===== src/rtl/store_checker_pkg.sv =====
// Shared types and width helpers for the store-bus checker.
package store_checker_pkg;

  typedef enum logic [1:0] {
    IDLE = 2'd0,
    RUN  = 2'd1,
    PASS = 2'd2,
    FAIL = 2'd3
  } state_t;

  // Bits needed to hold the values 0..n inclusive (idx, count and timer counters).
  function automatic int count_width(input int n);
    return (n < 1) ? 1 : $clog2(n + 1);
  endfunction

  // Bits needed to address n table slots.
  function automatic int index_width(input int n);
    return (n < 2) ? 1 : $clog2(n);
  endfunction

endpackage


===== src/rtl/store_checker_table.sv =====
// Expected-store table: appended by count, read asynchronously at the checker's idx.
module expect_table
  import store_checker_pkg::*;
#(
  parameter int WIDTH = 32,
  parameter int DEPTH = 8,
  localparam int CW = count_width(DEPTH)
) (
  input  logic             clk,
  input  logic             srst,
  input  logic             wr_en,
  input  logic [WIDTH-1:0] wr_addr,
  input  logic [WIDTH-1:0] wr_data,
  input  logic [CW-1:0]    rd_idx,
  output logic [WIDTH-1:0] rd_addr,
  output logic [WIDTH-1:0] rd_data,
  output logic [CW-1:0]    count,
  output logic             full
);

  localparam int AW = index_width(DEPTH);

  logic [CW-1:0]      count_reg;
  logic [2*WIDTH-1:0] entry_reg [DEPTH];

  assign full  = (count_reg == CW'(DEPTH));
  assign count = count_reg;

  always_ff @(posedge clk) begin
    if (srst) begin
      count_reg <= '0;
    end else if (wr_en && !full) begin
      count_reg <= count_reg + CW'(1);
    end
  end

  // Contents are not cleared on reset: a zero count already makes every slot unreachable.
  always_ff @(posedge clk) begin
    if (wr_en && !full) begin
      entry_reg[count_reg[AW-1:0]] <= {wr_addr, wr_data};
    end
  end

  // idx reaches DEPTH once a full table has passed, so guard the out-of-range read.
  always_comb begin
    rd_addr = '0;
    rd_data = '0;
    if (rd_idx < CW'(DEPTH)) begin
      {rd_addr, rd_data} = entry_reg[rd_idx[AW-1:0]];
    end
  end

endmodule


===== config.mk =====
export PLATFORM = sky130hd
export DESIGN_NAME = expect_table
export DESIGN_NICKNAME = d
export VERILOG_FILES = /design/src/rtl/store_checker_pkg.sv /design/src/rtl/store_checker_table.sv
export SDC_FILE = /design/constraint.sdc
export NUM_CORES = 1
export LEC_CHECK = 0
export BUFFER_PORTS_ARGS = -buffer_cell sky130_fd_sc_hd__buf_2
export CORE_MARGIN = 2
export CORE_UTILIZATION = 60
export DETAILED_ROUTE_END_ITERATION = 10
export PLACE_DENSITY = 0.79
export SLEW_MARGIN = 20
export SYNTH_ARGS = -nofsm -noshare
export SYNTH_HDL_FRONTEND = slang
export SYNTH_SLANG_ARGS = --single-unit

===== constraint.sdc =====
create_clock -name clk -period 8.47 [get_ports clk]
set_input_delay 0.4235 -clock clk [delete_from_list [all_inputs] [get_ports clk]]
set_output_delay 0.4235 -clock clk [all_outputs]
set_load 0.02 [all_outputs]

Yosys cells after proc, flatten, opt, wreduce, memory -nomap -nowiden --
Memory sizes are Yosys's and may differ from the RTL's. Index checks and enable logic that the tools add are counted.
Cells by class: add/sub/neg operators 1, order comparisons 1, eq/ne operators 1, muxes and demuxes 4, reductions and logical operators 2
Operator list (number):
- $mux 32 | 2
- $add 4x1->4 const B | 1
- $eq 4x4->1 const B | 1
- $lt 4x4->1 const B | 1
- $mux 1 | 2
- $logic_and 1x1->1 | 1
- $logic_not 1->1 | 1
Word-level totals: register bits after elaboration 4, bits in writable memories 512, bits of input ports 71, output and inout bits 69, word-level logic and storage cells 11, memories 1
Memory list:
- entry_reg | depth 8, bits a word 64, read ports 1, clocked after Yosys merged registers in 0, write ports 1, RTL line store_checker_table.sv:24 | logic [2*WIDTH-1:0] entry_reg [DEPTH];

Logic depth before layout (Yosys ltp) --
Gate-level depths: netlist of the first run.
word-level depth 5, mapped depth 6, gate-level depth less buffers 6

Worst setup path before layout of the first run --
No wires, ideal clock.
path type register -> register, from register count_reg[0], in the netlist count[0], to memory entry_reg[0][0] (netlist bit), enable pin, setup time 0.565 ns, data arrival time 5.542 ns, required time 7.905 ns, path slack 2.363 ns, cell stages (with the launch flop) 5, buffers on the path 0, period minus slack after synthesis 6.107 ns, path through dfxtp_1 > inv_1 > ha_1 > a211o_1 > nor3_1
On the way: word-level cells in the longest chain between the ends 5
RTL lines:
- start, declared | RTL line store_checker_table.sv:23 | logic [CW-1:0] count_reg;
- start signal, assigned | RTL line store_checker_table.sv:33 | count_reg <= count_reg + CW'(1);
- $eq 4x4->1 | RTL line store_checker_table.sv:26 | assign full = (count_reg == CW'(DEPTH));
- $logic_not 1->1 | RTL line store_checker_table.sv:39 | if (wr_en && !full) begin
- $logic_and 1x1->1 | RTL line store_checker_table.sv:39
- $mux 1 | RTL line store_checker_table.sv:39
- $mux 1 (implied by the code) | RTL line store_checker_table.sv:40 | entry_reg[count_reg[AW-1:0]] <= {wr_addr, wr_data};
- end, declared | RTL line store_checker_table.sv:24
Parallel ways exist; a longest one is shown, timed or not.

Worst setup path after layout of the first run --
from input rd_idx[0], to output rd_data[14]
On the way: word-level cells in the longest chain between the ends 2, elaborated cells on any way between the ends 3, those cells by class 1 x order compare; 1 x mux; 1 x memory
RTL lines:
- start, declared | RTL line store_checker_table.sv:14 | input logic [CW-1:0] rd_idx,
- $mem_v2 8x64 or $lt 4x4->1 (tied branches)
- $mux 32 * | RTL line store_checker_table.sv:48 | if (rd_idx < CW'(DEPTH)) begin
- end, declared | RTL line store_checker_table.sv:16 | output logic [WIDTH-1:0] rd_data,
Mark *: on every way between the ends. The rest lies on a longest branch, timed or not.

==> results of run 1 <==
-- critical path, stage by stage --
cell      delay (ns)
clkbuf_8        0.69
buf_4           0.87
mux4_2          0.61
mux2i_1         0.19
nor2_1          0.08
buf_2           0.21
-- power groups by stage --
stage	sequential (W)	clock (W)	combinational [W]
global route	0.00287	0.00227	0.000325
detailed placement	0.00293	0	0.000303
global placement	0.00292	0	0.000297
CTS	0.00287	0.00217	0.000305
floorplan	0.00293	0	0.000192
finish	0.00287	0.00213	0.000299
-- cells in the mapped netlist --
library cell | number | area share, %
nor3_1 | 2 | 0.051
nor2_1 | 70 | 1.3
o21ai_0 | 4 | 0.10
buf_1 | 6 | 0.11
nand3b_1 | 1 | 0.038
nand3_1 | 2 | 0.051
or4_1 | 1 | 0.038
a211o_1 | 1 | 0.045
edfxtp_1 | 512 | 78
mux2i_1 | 64 | 3.3
mux4_2 | 128 | 15
inv_1 | 5 | 0.096
clkbuf_1 | 7 | 0.13
a21oi_1 | 4 | 0.10
ha_1 | 2 | 0.13
or3_1 | 1 | 0.032
buf_6 | 2 | 0.11
dfxtp_1 | 4 | 0.41
buf_2 | 16 | 0.41
buf_4 | 11 | 0.42
nand2_1 | 4 | 0.076
-- per-stage QoR --
step	setup WS, ns	cells	utilization (%)	hold slack [ns]	area, um^2
finish	4.88	1498	69.3	0.0851	22400
global route	4.53	1494	69.3	0.0789	22400
CTS	4.72	1491	69.2	0.0663	22400
detailed placement	4.70	1400	64.3	0.522	20800
global placement	4.76	1400	64.3	0.512	20800
floorplan	2.36	847	-	0.493	19600
-- worst min path at each step --
stage | end | depth (start not counted) | from
final | count[2] | 2 | srst
after global routing | count[1] | 2 | srst
after CTS | count[3] | 2 | srst
after detailed placement | count[3] | 2 | count[3]
after global placement | count[3] | 2 | count[3]
after floorplan | count[0] | 1 | srst
-- cell families (layout without fill, tap and decap cells) --
kind of cell | count (synthesis) | after routing | share of synthesized area [%]
adders and majority gates | 2 | 2 | 0.127
muxes | 192 | 192 | 18.0
and+or+nand+nor | 81 | 81 | 1.63
DFF | 516 | 516 | 78.8
other | 0 | 7 | 0
buffers and inverters | 47 | 249 | 1.29
AOI/OAI and AO/OA | 9 | 9 | 0.249
-- area by class of cell --
cell class	count	area, um^2	area share (%)
antenna	7	17.5	0.0781
clock buffer	63	1340	5.97
clock inverter	28	258	1.15
inverter	5	18.8	0.0837
multi-input combinational	284	3970	17.7
sequential	516	15500	68.9
tap	442	553	2.47
timing repair buffer	153	815	3.63
-- metal layers --
layer / share of wire, % / up-vias / wire length (um)
met5: 0.096 / - / 35
met4: 1.6 / 6 / 594
met3: 8.0 / 63 / 2920
met2: 50 / 330 / 18200
met1: 40 / 4654 / 14700
li1: - / 3886 / -
==> flow_summary.json, run 1 <==
{
  "hold_viol": 0,
  "maxSlewHeadroom_pct": 28.2,
  "clock_latency_ns": 0.55,
  "start_util_pct": 60.6,
  "r2r-start": "count[0]",
  "vias": 8939,
  "synth_cell_type_count": 21,
  "synth_cells": 847,
  "syn2layout_area_growth_pct": 14.3,
  "largest_reg_flops": 512,
  "dieArea_um2": 34200,
  "grt_pass1_wl_mm": 55.2,
  "r2r_slack_ns": 5.35,
  "pwr-share-comb_pct": 5.6,
  "grt_pass1_vias": 9380,
  "switching_share_pct": 20.4,
  "top_usage_layer": "met2",
  "grt_use_total_pct": 22.0,
  "crit_fanout": 81,
  "die_w_um": 185,
  "crit_start": "rd_idx[0]",
  "r2r_end": "entry_reg[3][37]",
  "p_seq_share_pct": 54.1,
  "port_buffers": 139,
  "place_congestion": 0.719,
  "report.power.total_w": 0.00531,
  "path_class": "primary input to primary output",
  "core_region_area_um2": 32400,
  "grt_remaining_overflow": 0,
  "skew_ns": 0.0130,
  "clk_pin_slew_ns": 0.05,
  "met3_usage_pct": 4.66,
  "cts.htree.levels": 2,
  "cts_hold_buf": 0,
  "worstPathRequired_ns": 8.05,
  "clockBufferDepth": 3,
  "drc": 0,
  "endpoint_kind": "primary output",
  "fin_tns_setup_ns": 0,
  "cts_tree": "built",
  "maxSlewViolCount": 0,
  "min_period_ns": 3.59,
  "grt_setup_unrepaired": "no",
  "hp-class": "primary input to flip-flop",
  "peakVddDrop_mv": 0.201,
  "layout.nets": 1083,
  "post-route-period-util_pct": 42.4,
  "syn_area_per_cell_um2": 23.2,
  "n_fill_cell": 2004,
  "cts_sinks": 516,
  "synth.net_count": 920,
  "ant_nets": 0,
  "drv_cap": 0,
  "crit_path_end": "rd_data[14]",
  "root_buffer": "clkbuf_16",
  "post_drt_via_cell_ratio": 5.97,
  "cts_buffers": 50,
  "post-cts-setup-buffers": 0,
  "routed_wl_mm": 36.5,
  "num_io_pins": 140,
  "post_drt_wl_per_cell_um": 24.3,
  "use_met2_pct": 36.5,
  "layout-drive-gt1-share_pct": 34.5,
  "power_density_nw_per_um2": 237,
  "intPower_w": 0.00422,
  "setup_viol": 0,
  "antenna_found_initial": 7,
  "worstMarginPinSlew_ns": 1.08,
  "drt_iter0_markers": 795,
  "start_kind": "primary input",
  "status": "finished clean",
  "synth_area_um2": 19600,
  "fmax_mhz": 279,
  "dr.pass1.iters": 5,
  "layout_commonest_cell": "edfxtp_1",
  "rr_worst_depth": 5,
  "grt_max_degree": 82,
  "clockPowerShare_pct": 40.2,
  "layout_common_cells": "512 x edfxtp_1, 136 x buf_2, 128 x mux4_2, 64 x mux2i_1, 64 x nor2_1",
  "switchingPower_w": 0.00108,
  "synth_warnings": 0,
  "synth-seq-area-share_pct": 78.8,
  "use_met1_pct": 30.7,
  "hpwl_mm": 18.7,
  "cts_resized": 0,
  "row_count": 66,
  "leakagePower_nw": 7.54,
  "die_y_um": 185,
  "worstPathArrival_ns": 3.17,
  "ys_ff_latch": 516
}
No activity file was read; power rests on OpenSTA's default activity.
==> run 2: changes to the inputs <==
==> constraint.sdc (replaced) <==
create_clock -name clk -period 3.65 [get_ports clk]
set_input_delay 0.1825 -clock clk [delete_from_list [all_inputs] [get_ports clk]]
set_output_delay 0.1825 -clock clk [all_outputs]
set_load 0.02 [all_outputs]
==> run 2 against run 1 <==
Sequential share of layout area shrank 1.9 points. Die area is the same. Cell area rose by 2.8%. Register-to-register slack worse by 4.3 ns. Clock skew barely moved. Sequential power increased by 130%. Via count up 4.6%. First-iteration DRC count up 26%. Global-route usage increased by 1.2 points. Power up 130%.
==> flow_summary.json, run 2 (synthesized netlist as in run 1, its figures left out) <==
{
  "n_fill_cell": 1953,
  "place_congestion": 0.725,
  "r2r_slack_ns": 1.08,
  "grt_max_degree": 65,
  "skew_ns": 0.0125,
  "status": "finished clean",
  "clock_latency_ns": 0.55,
  "root_buffer": "clkbuf_16",
  "num_io_pins": 140,
  "dp_slack_ns": 1.12,
  "r2r-start": "count[0]",
  "switching_share_pct": 20.8,
  "crit_fanout": 53,
  "antenna_found_initial": 3,
  "p_seq_share_pct": 55.8,
  "worstMarginPinSlew_ns": 1.02,
  "hp-class": "primary input to flip-flop",
  "worst_slack_ns": 1.08,
  "core_region_area_um2": 32400,
  "grt_use_total_pct": 23.2,
  "drv_cap": 0,
  "row_count": 66,
  "peakVddDrop_mv": 0.470,
  "grt_pass1_wl_mm": 57.7,
  "clockBufferDepth": 3,
  "hold_end": "count[3]",
  "dp_cells": 1410,
  "fmax_mhz": 390,
  "largest_reg_flops": 512,
  "vias": 9349,
  "drt_iter0_markers": 998,
  "hpwl_mm": 20.2,
  "fin_tns_setup_ns": 0,
  "post-route-period-util_pct": 70.3,
  "path_class": "flip-flop to flip-flop",
  "cts_sinks": 516,
  "clockPowerShare_pct": 37.7,
  "intPower_w": 0.00947,
  "dr.pass1.iters": 5,
  "whs_ns": 0.414,
  "layout_commonest_cell": "edfxtp_1",
  "whs_path_depth": 3,
  "r2r_end": "entry_reg[3][38]",
  "grt_remaining_overflow": 0,
  "maxSlewHeadroom_pct": 31.7,
  "setup_viol": 0,
  "clk_pin_slew_ns": 0.06,
  "post_drt_wl_per_cell_um": 24.5,
  "rr_worst_depth": 5,
  "leakagePower_nw": 7.80,
  "grt_pass1_vias": 9781,
  "routed_wl_mm": 38.3,
  "ant_nets": 0,
  "endpoint_kind": "flip-flop",
  "placed_area_um2": 21000,
  "hp-start": "srst",
  "hold_viol": 0,
  "die_w_um": 185,
  "cts.htree.levels": 2,
  "drc": 0,
  "min_period_ns": 2.57,
  "start_util_pct": 60.6,
  "start_kind": "flip-flop",
  "switchingPower_w": 0.00248,
  "layoutNonFillerInstCount": 1561,
  "layout-drive-gt1-share_pct": 32.4,
  "worstPathArrival_ns": 2.76,
  "maxSlewViolCount": 0,
  "layout.nets": 1158,
  "cts_buffers": 49,
  "worstPathRequired_ns": 3.84,
  "cts_tree": "built",
  "pwr-share-comb_pct": 6.5,
  "power_density_nw_per_um2": 519,
  "die_y_um": 185,
  "dieArea_um2": 34200,
  "post_drt_via_cell_ratio": 5.99,
  "layout_common_cells": "512 x edfxtp_1, 136 x buf_2, 128 x mux4_2, 66 x dlygate4sd3_1",
  "syn2layout_area_growth_pct": 17.5,
  "port_buffers": 139,
  "postLayoutCellArea_um2": 23100,
  "grt_setup_unrepaired": "no"
}
## run 2: cell types whose count changed in the layout (fill, tap and decap cells not counted), sizes merged, moves of 3 or more
cell         delta
dlygate4sd3    +66
buf            +10
clkbuf          -7
clkinv          +6
clkinvlp        -4
diode           -4
bufinv          -3
## run 2: timing repair
item,CTS,global route
setup buffers,0,0
hold buffers,66,0
endpoints found under the hold margin,516,0
gates resized for setup,0,0
## run 2: how the worst max path moves through the flow
stage          startpoint                to  slack [ns]  cells after the start
2_1_floorplan    count[0]   entry_reg[1][0]       -0.77                      4
3_3_place_gp     count[0]  entry_reg[3][56]        1.21                      5
3_5_place_dp     count[0]  entry_reg[3][59]        1.12                      5
4_1_cts          count[0]  entry_reg[3][45]        1.09                      5
5_1_grt          count[0]  entry_reg[3][38]        0.96                      5
6_report         count[0]  entry_reg[3][38]        1.08                      5
## run 2: through the flow
stage	utilization, %	total power [W]
after floorplan	-	0.00724
after global routing	71.2	0.0123
after detailed placement	64.8	0.00751
after CTS	71.2	0.0120
final	71.2	0.0120
after global placement	64.8	0.00749
## run 2: cell type report
cell class                      count  area (um^2)  area share [%]
Clock buffer                       56         1250            5.43
Tap cell                          442          553            2.40
Multi-Input combinational cell    284         3980            17.3
Timing Repair Buffer              229         1640            7.12
Inverter                            5         18.8          0.0814
Sequential cell                   516        15500            67.0
Antenna cell                        3         7.51          0.0326
Clock inverter                     26          144           0.624
## run 2: per-layer routing
layer	global-route usage (%)	share of wire (%)	up-vias
met4	6.60	2.4	0
met3	3.79	7.0	80
met2	37.6	49	383
met1	33.6	41	4872
met5	0	0	-
li1	-	-	4014
## run 2: power by group through the flow
stage	clock network (W)	registers [W]	logic [W]
final	0.00451	0.00667	0.000777
after global routing	0.00481	0.00667	0.000837
after CTS	0.00460	0.00667	0.000786
after detailed placement	0	0.00679	0.000720
after global placement	0	0.00678	0.000705
after floorplan	0	0.00679	0.000446
## run 2: critical path: stages, from the launching register on
cell and delay [ns]:
dfxtp_1 0.55, inv_1 0.14, ha_1 0.25, a211o_1 0.45, nor2_4 0.39, buf_12 0.39
